[src/rtl/logistic_mu_sweep_if.sv]
// Bundle between the mu sweep controller and its surroundings: front-panel inputs
// plus the mu/maxrepeat/restart signals that feed logisticModule.
interface logistic_mu_sweep_if;
    logic        frame_tick;
    logic        auto_en;
    logic        btn_up;
    logic        btn_down;
    logic [17:0] mu;
    logic [8:0]  maxrepeat;
    logic        cycle_rst_n;
    logic        settled;

    modport master (
        input  frame_tick, auto_en, btn_up, btn_down,
        output mu, maxrepeat, cycle_rst_n, settled
    );

    modport slave (
        output frame_tick, auto_en, btn_up, btn_down,
        input  mu, maxrepeat, cycle_rst_n, settled
    );
endinterface

[src/rtl/logistic_mu_sweep.sv]
// Owns mu for logisticModule: restarts the iterators on every mu change, waits for them
// to settle, then holds mu until an auto frame count or a debounced button asks for a step.
module logistic_mu_sweep #(
    parameter logic [17:0] MU_MIN          = 18'h2_8000,
    parameter logic [17:0] MU_MAX          = 18'h3_FFF0,
    parameter logic [17:0] MU_STEP         = 18'h0_0400,
    parameter logic [8:0]  REPEAT          = 9'd200,
    parameter int unsigned RST_LEN         = 4,
    parameter logic [7:0]  FRAMES_PER_STEP = 8'd4,
    parameter logic [15:0] DEB_CYC         = 16'd50000
) (
    input  logic                clk,
    input  logic                rst_n,
    logistic_mu_sweep_if.master bus
);
    typedef enum logic [1:0] {
        S_RESTART,
        S_SETTLE,
        S_HOLD
    } state_t;

    localparam logic [7:0]  RCNT_LAST = 8'(RST_LEN - 1);
    localparam logic [7:0]  FCNT_LAST = FRAMES_PER_STEP - 8'd1;
    localparam logic [15:0] DEB_LAST  = DEB_CYC - 16'd1;

    logic [1:0]       btn_raw;
    logic [1:0]       sync1_q, sync2_q;
    logic [1:0]       level_q, level_d;
    logic [1:0][15:0] deb_cnt_q, deb_cnt_d;
    logic [1:0]       press;

    state_t      state_q, state_d;
    logic [17:0] mu_q, mu_d;
    logic [8:0]  maxrepeat_q;
    logic [7:0]  rcnt_q, rcnt_d;
    logic [9:0]  scnt_q, scnt_d;
    logic [7:0]  fcnt_q, fcnt_d;
    logic        pend_up_q, pend_up_d;
    logic        pend_dn_q, pend_dn_d;
    logic        cycle_rst_n_q, cycle_rst_n_d;
    logic        settled_q, settled_d;

    logic        ev_up, ev_dn, step_up, step_dn;
    logic [18:0] up_sum;
    logic [17:0] up_auto, up_man, down_val;

    // Bit 0 is the up button, bit 1 the down button throughout the debounce path.
    assign btn_raw = {bus.btn_down, bus.btn_up};

    always_comb begin
        level_d   = level_q;
        deb_cnt_d = '0;
        press     = 2'b00;
        for (int i = 0; i < 2; i++) begin
            if (sync2_q[i] != level_q[i]) begin
                if (deb_cnt_q[i] == DEB_LAST) begin
                    level_d[i] = sync2_q[i];
                    press[i]   = sync2_q[i];
                end else begin
                    deb_cnt_d[i] = deb_cnt_q[i] + 16'd1;
                end
            end
        end
    end

    always_ff @(posedge clk or negedge rst_n) begin
        if (!rst_n) begin
            sync1_q   <= '0;
            sync2_q   <= '0;
            level_q   <= '0;
            deb_cnt_q <= '0;
        end else begin
            sync1_q   <= btn_raw;
            sync2_q   <= sync1_q;
            level_q   <= level_d;
            deb_cnt_q <= deb_cnt_d;
        end
    end

    // Widened by one bit so the wrap/saturate decision never sees an overflowed sum.
    always_comb begin
        up_sum   = {1'b0, mu_q} + {1'b0, MU_STEP};
        up_auto  = (up_sum > {1'b0, MU_MAX}) ? MU_MIN : up_sum[17:0];
        up_man   = (up_sum > {1'b0, MU_MAX}) ? MU_MAX : up_sum[17:0];
        down_val = ({1'b0, mu_q} < ({1'b0, MU_MIN} + {1'b0, MU_STEP})) ? MU_MIN
                                                                        : mu_q - MU_STEP;
    end

    assign ev_up = press[0] & ~press[1];
    assign ev_dn = press[1] & ~press[0];

    always_comb begin
        state_d   = state_q;
        mu_d      = mu_q;
        rcnt_d    = rcnt_q;
        scnt_d    = scnt_q;
        fcnt_d    = fcnt_q;
        pend_up_d = pend_up_q;
        pend_dn_d = pend_dn_q;
        step_up   = 1'b0;
        step_dn   = 1'b0;

        if (bus.auto_en) begin
            pend_up_d = 1'b0;
            pend_dn_d = 1'b0;
        end else if (ev_up) begin
            pend_up_d = 1'b1;
            pend_dn_d = 1'b0;
        end else if (ev_dn) begin
            pend_up_d = 1'b0;
            pend_dn_d = 1'b1;
        end

        case (state_q)
            S_RESTART: begin
                rcnt_d = rcnt_q + 8'd1;
                if (rcnt_q == RCNT_LAST) begin
                    state_d = S_SETTLE;
                    rcnt_d  = 8'd0;
                    scnt_d  = 10'd0;
                end
            end
            S_SETTLE: begin
                scnt_d = scnt_q + 10'd1;
                if (scnt_q == ({1'b0, maxrepeat_q} + 10'd1)) begin
                    state_d = S_HOLD;
                    fcnt_d  = 8'd0;
                end
            end
            S_HOLD: begin
                pend_up_d = 1'b0;
                pend_dn_d = 1'b0;
                if (bus.auto_en) begin
                    if (bus.frame_tick) begin
                        if (fcnt_q == FCNT_LAST) begin
                            mu_d    = up_auto;
                            fcnt_d  = 8'd0;
                            state_d = S_RESTART;
                        end else begin
                            fcnt_d = fcnt_q + 8'd1;
                        end
                    end
                end else begin
                    // A fresh press wins over an older pending one; a cancelled pair leaves pending.
                    fcnt_d  = 8'd0;
                    step_up = ev_up | (~ev_dn & pend_up_q);
                    step_dn = ev_dn | (~ev_up & pend_dn_q);
                    if (step_up) begin
                        mu_d    = up_man;
                        state_d = S_RESTART;
                    end else if (step_dn) begin
                        mu_d    = down_val;
                        state_d = S_RESTART;
                    end
                end
            end
            default: begin
                state_d = S_RESTART;
                rcnt_d  = 8'd0;
            end
        endcase

        cycle_rst_n_d = (state_d != S_RESTART);
        settled_d     = (state_d == S_HOLD);
    end

    always_ff @(posedge clk or negedge rst_n) begin
        if (!rst_n) begin
            state_q       <= S_RESTART;
            mu_q          <= MU_MIN;
            maxrepeat_q   <= REPEAT;
            rcnt_q        <= 8'd0;
            scnt_q        <= 10'd0;
            fcnt_q        <= 8'd0;
            pend_up_q     <= 1'b0;
            pend_dn_q     <= 1'b0;
            cycle_rst_n_q <= 1'b0;
            settled_q     <= 1'b0;
        end else begin
            state_q       <= state_d;
            mu_q          <= mu_d;
            maxrepeat_q   <= REPEAT;
            rcnt_q        <= rcnt_d;
            scnt_q        <= scnt_d;
            fcnt_q        <= fcnt_d;
            pend_up_q     <= pend_up_d;
            pend_dn_q     <= pend_dn_d;
            cycle_rst_n_q <= cycle_rst_n_d;
            settled_q     <= settled_d;
        end
    end

    assign bus.mu          = mu_q;
    assign bus.maxrepeat   = maxrepeat_q;
    assign bus.cycle_rst_n = cycle_rst_n_q;
    assign bus.settled     = settled_q;
endmodule

[src/flat_wrapper.sv]
// flat-port wrapper written by rule: the top's interface ports become plain ports
module logistic_mu_sweep_flat 
#(
    parameter logic [17:0] MU_MIN          = 18'h2_8000,
    parameter logic [17:0] MU_MAX          = 18'h3_FFF0,
    parameter logic [17:0] MU_STEP         = 18'h0_0400,
    parameter logic [8:0]  REPEAT          = 9'd200,
    parameter int unsigned RST_LEN         = 4,
    parameter logic [7:0]  FRAMES_PER_STEP = 8'd4,
    parameter logic [15:0] DEB_CYC         = 16'd50000
)
  (clk, rst_n, bus_frame_tick, bus_auto_en, bus_btn_up, bus_btn_down, bus_mu, bus_maxrepeat, bus_cycle_rst_n, bus_settled);
  logistic_mu_sweep_if bus_i ();
  input  logic clk;
  input  logic rst_n;
  input wire logic [$bits(bus_i.frame_tick)-1:0] bus_frame_tick;
  input wire logic [$bits(bus_i.auto_en)-1:0] bus_auto_en;
  input wire logic [$bits(bus_i.btn_up)-1:0] bus_btn_up;
  input wire logic [$bits(bus_i.btn_down)-1:0] bus_btn_down;
  output wire logic [$bits(bus_i.mu)-1:0] bus_mu;
  output wire logic [$bits(bus_i.maxrepeat)-1:0] bus_maxrepeat;
  output wire logic [$bits(bus_i.cycle_rst_n)-1:0] bus_cycle_rst_n;
  output wire logic [$bits(bus_i.settled)-1:0] bus_settled;
  assign bus_i.frame_tick = bus_frame_tick;
  assign bus_i.auto_en = bus_auto_en;
  assign bus_i.btn_up = bus_btn_up;
  assign bus_i.btn_down = bus_btn_down;
  assign bus_mu = bus_i.mu;
  assign bus_maxrepeat = bus_i.maxrepeat;
  assign bus_cycle_rst_n = bus_i.cycle_rst_n;
  assign bus_settled = bus_i.settled;
  logistic_mu_sweep #(.MU_MIN(MU_MIN), .MU_MAX(MU_MAX), .MU_STEP(MU_STEP), .REPEAT(REPEAT), .RST_LEN(RST_LEN), .FRAMES_PER_STEP(FRAMES_PER_STEP), .DEB_CYC(DEB_CYC)) u_core (.clk(clk), .rst_n(rst_n), .bus(bus_i));
endmodule
[config.mk]
export PLATFORM = sky130hd
export DESIGN_NAME = logistic_mu_sweep_flat
export DESIGN_NICKNAME = d
export VERILOG_FILES = /design/src/rtl/logistic_mu_sweep_if.sv /design/src/rtl/logistic_mu_sweep.sv /design/src/flat_wrapper.sv
export SDC_FILE = /design/constraint.sdc
export NUM_CORES = 1
export LEC_CHECK = 0
export ABC_AREA = 0
export CORE_MARGIN = 4
export CORE_UTILIZATION = 35
export CTS_BUF_LIST = sky130_fd_sc_hd__clkbuf_8
export DETAILED_ROUTE_END_ITERATION = 16
export SETUP_SLACK_MARGIN = 0.4
export SYNTH_ARGS = -nofsm -noshare
export SYNTH_HDL_FRONTEND = slang
export SYNTH_SLANG_ARGS = --single-unit
[constraint.sdc]
create_clock -name clk -period 3.2 [get_ports clk]
set_input_delay 0.48 -clock clk [delete_from_list [all_inputs] [get_ports clk]]
set_output_delay 0.48 -clock clk [all_outputs]
set_load 0.1 [all_outputs]
# Word level (Yosys, flattened, before mapping)
# Index checks and enable logic that the tools add are counted.
# classes
addsub	7
mul	0
n_div	0
order_cmp	2
eq_ne	15
n_shift	0
n_mux	41
bitwise	10
reduce_logical	12
# op_table
cell	count
$mux 18	8
$mux 16	4
$mux 8	5
$add 16x1->16 const B	2
$eq 16x16->1 const B	2
$pmux 8 s2	2
$pmux 10 s2	1
$add 18x11->19 const B	1
$gt 19x18->1 const B	1
$lt 18x18->1 const B	1
$sub 18x11->18 const B	1
$add 8x1->8 const B	2
$eq 8x2->1 const B	2
$mux 2	7
$mux 1	12
$add 10x1->10 const B	1
$eq 10x8->1 const B	1
$mux 10	1
$ne 2x1->1 const B	3
$pmux 2 s3	1
$reduce_and 2->1	3
$reduce_bool 2->1	3
$and 1x1->1	4
$eq 2x2->1 const B	2
12 further kinds	17
# word_totals
ff_bits	88
latch_bits	0
ram_bits	0
romBits	0
mem_count	0

# Depth between registers and ports, before layout
# depth
depth_word	13
ltp_mapped	13
depth_no_buf	13

# Worst setup path before layout
# OpenSTA, ideal clock, no wires.
# synth_path
path_type	register to register
from	reg u_core.mu_q[10], in the netlist u_core.bus.mu[10]
to	reg u_core.mu_q[14], in the netlist u_core.bus.mu[14]
setup_ns	0.124
arrival_ns	2.957
required_ns	3.076
setup_slack_ns	0.119
stages_incl_launch_ff	9
period_less_slack_ns	3.081
cell_sequence	dfrtp_1 -> ha_1 -> nand3_1 -> o32a_1 -> o22ai_1 -> a31o_2 -> a21oi_1 -> a211o_1 -> a22o_1
# synth_between
elab_chain_cells	6
# synth_lines
element	line	source
from (decl)	logistic_mu_sweep.sv:33	logic [17:0] mu_q, mu_d;
from (signal assigned)	logistic_mu_sweep.sv:181	mu_q <= mu_d;
$add 18x11->19	logistic_mu_sweep.sv:82	up_sum = {1'b0, mu_q} + {1'b0, MU_STEP};
$gt 19x18->1	logistic_mu_sweep.sv:83, logistic_mu_sweep.sv:84	
$mux 18	logistic_mu_sweep.sv:83	up_auto = (up_sum > {1'b0, MU_MAX}) ? MU_MIN : up_sum[17:0];
$mux 18	logistic_mu_sweep.sv:135	if (fcnt_q == FCNT_LAST) begin
$mux 18	logistic_mu_sweep.sv:134	if (bus.frame_tick) begin
$mux 18 *	logistic_mu_sweep.sv:133	if (bus.auto_en) begin
# Mark *: on every way between the ends. The rest lies on a longest branch, timed or not. The select of a mux whose other input is x is not followed.
# A chain may end at the register's enable or synchronous reset.

# Final worst setup path
# Ends and elaborated chain as after synthesis.

==> impl_results.md <==
* RSZ-0062 raised after global routing: yes
* # fillers at 1194
* Slowest-stage cell, CP: dfrtp_2
* First-pass DRT Iterations at 4
* First-pass GRT wire length at 14700 um
* Hold Slack at 0.295 ns
* # Max-Cap Violations at 0
* Root buf cell: clkbuf_8
* Commonest non-fill, non-tap cell in the layout: dfrtp_1
* Most used DFF post-synth: dfrtp_1
* CTS tree: built
* Crit path capture type: flop
* Post-Synthesis Cells at 472
* Slew @ Worst Pin at 0.980 ns
* Total negative slack at 0 ns
* Crit share post-route at 85.4%
* Max Clock Skew at 0.0106 ns
* Headroom to the max-slew limit at 34.7%
* Post-DRT Antenna Nets at 0
* CTS sink cnt at 79
* Std cell rows at 40
* Clock buffer count from CTS at 9
* Netlist area before placement at 4360 um2
* CP required at 3.44 ns
* Grt ovf at 0
* Share of the synthesized area in the top cell type at 44.2%
* Clock transition at path regs at 0.07 ns
* Core Box Area at 12100 um2
* Aggregate routed wire length at 8700 um
* Total GRT Usage at 12.4%
* CTS max path bufs at 2
* Placer congestion estimate at 0.911
* R2R depth at 8
* PwrDens at 369 nW/um2
* Total number of vias at 3349
* Critical path's largest stage delay at 0.49 ns
* Setup-failing EPs final at 0
* Routed WL per cell at 12.9 um
* Worst path arrival time at 2.97 ns
* Hold Violations, Final at 0
* Ys async rst share at 100%
* Startpoint Class: flop
* Via density at 4.98
* Largest net degree at the start of global routing at 80
* PortBufs at 21
* Synthesized area per cell at 9.23 um2
* VDD IR max at 229 uV
* Sequential element share of the synthesized area at 45.4%
* DRC viols at 0
* Latest clock arrival within the worst-skew pair at 0.35 ns
* Die ar. at 14300 um2
* Initial DRC Count at 191
* Leakage at 2.22 nW
* Hold_buf cts at 0
* Nets at 521
* Syn. warnings at 0
* Critical path cell sequence: ha_1 > or3b_1 > o32a_1 > o22ai_1 > nand3_1 > a31o_4 > a211o_1 > a22o_1
* Die width at 120 um
* Distinct cell type count after synthesis at 59
* Starting Density at 36.0%
* Post-synth EDFFs at 0
* Crit-path max FO at 9
* Layout cells sized above 1 at 15.4%
* Synth Register Bits at 79
* # IOs at 35
* Vias in the first global route at 3207
* Worst Setup Path Type: reg2reg
* Most frequent cells in the layout: dfrtp_1, nor2_1, nand2_1, buf_4, nand3_1
* Max Freq at 366 MHz
* Die Ht at 120 um
* Synth-to-layout area growth at 15.0%
* Post-route minimum period at 2.73 ns
* Final HPWL DP at 5910 um
* H-Tree Depth at 3
* Synth top area cells: dfrtp_1, nor2_1, xor2_1, ha_1, nand2_1
* Slew Limit Fails at 0
* Area leader, netlist: dfrtp_1
* HP Class: in2async
* Status: finished, final reports clean
* Initial antenna violation count at 0
* N_diodes at 0
-- sequential cells by signal, summed over array words and instances, names as in the netlist --
name,count
u_core.fcnt_q,8
u_core.deb_cnt_q,32
u_core.rcnt_q,8
u_core.bus.mu,9
u_core.scnt_q,10
u_core.sync2_q,2
u_core.pend_dn_q,1
u_core.bus.cycle_rst_n,1
u_core.state_q,2
u_core.pend_up_q,1
u_core.level_q,2
u_core.bus.settled,1
u_core.sync1_q,2
-- repair_timing --
item / CTS / global route
buffers inserted: 4 / 8
gates resized for setup: 10 / 15
pin swaps: 1 / 6
setup endpoints to repair: 13 / 12
gates cloned: 0 / 0
-- critical path: cells and delay by family, from the launching register on --
| family | cells | cell delay [ns] |
|---|---|---|
| simple gates | 2 | 0.65 |
| compound gates | 5 | 1.16 |
| fa+ha+maj | 1 | 0.32 |
| flops | 1 | 0.49 |
-- layer usage --
metal	wire length, um	track usage [%]	up-vias
li1	-	-	1667
met3	388	3.30	19
met1	4080	16.4	1599
met5	0	0	-
met4	201	4.65	0
met2	4030	19.5	64
-- power by group --
| group | total (mW) | internal [mW] | switching (mW) |
|---|---|---|---|
| Clock | 0.711 | 0.354 | 0.357 |
| Sequential | 1.01 | 1.01 | 0.00603 |
| Combinational | 0.125 | 0.0189 | 0.106 |
-- area by class of cell --
type	count	area, um2	area share (%)
clock buffer	9	124	2.47
clock inverter	7	65.1	1.30
inverter	12	45.0	0.899
multi-input combinational	363	2310	46.1
sequential	79	1980	39.6
tap	168	210	4.20
timing repair buffer	35	275	5.49
-- path summary, 6_finish.rpt --
check	slack [ns]	startpoint	end
hold reg to reg	0.35	u_core.sync1_q[0]	u_core.sync2_q[0]
hold / removal	0.29	rst_n	u_core.bus.mu[13]
min in group clk	0.35	u_core.sync1_q[0]	u_core.sync2_q[0]
setup reg to reg	0.47	u_core.bus.mu[10]	u_core.bus.mu[14]
max in group asynchronous	2.25	rst_n	u_core.bus.mu[11]
setup / recovery	0.47	u_core.bus.mu[10]	u_core.bus.mu[14]
-- per-stage QoR --
stage | setup WS [ns] | utilization, % | area [um2] | std cells | total power, mW
detailed placement | 0.176 | 38.1 | 4620 | 645 | 1.15
finish | 0.467 | 41.4 | 5010 | 673 | 1.85
floorplan | 0.412 | - | 4400 | 483 | 1.13
global placement | 0.251 | 38.1 | 4620 | 645 | 1.15
global route | 0.360 | 41.4 | 5010 | 673 | 1.94
CTS | 0.383 | 40.3 | 4880 | 665 | 1.88
-- cells in the mapped netlist (2+ instances only) --
master	number
a21o_1	2
a21oi_1	14
a22o_1	3
a31oi_1	5
and2_1	3
and3_1	17
buf_2	4
buf_4	18
clkbuf_1	7
conb_1	2
dfrtp_1	77
dfstp_2	2
ha_1	15
inv_1	12
mux2_2	2
nand2_1	43
nand2b_1	5
nand3_1	29
nand4_1	8
nor2_1	63
nor2b_1	11
nor3_1	13
nor4b_1	2
o21a_1	4
o21ai_0	18
o21ai_1	12
o22ai_1	2
o31ai_1	5
or2_1	2
or3_1	2
or3b_2	2
or4_1	2
xnor2_1	15
xor2_1	26
-- kinds of logic after synthesis --
family	synth area share, %
AND/OR/NAND/NOR	23.6
AO/OA/AOI/OAI	12.3
flip-flops	45.4
XOR/XNOR	8.24
buffers and inverters	5.20
adder cells (fa/ha/maj)	4.31
multiplexers	0.747
other	0.172
Power figures use the tool's default switching activity.
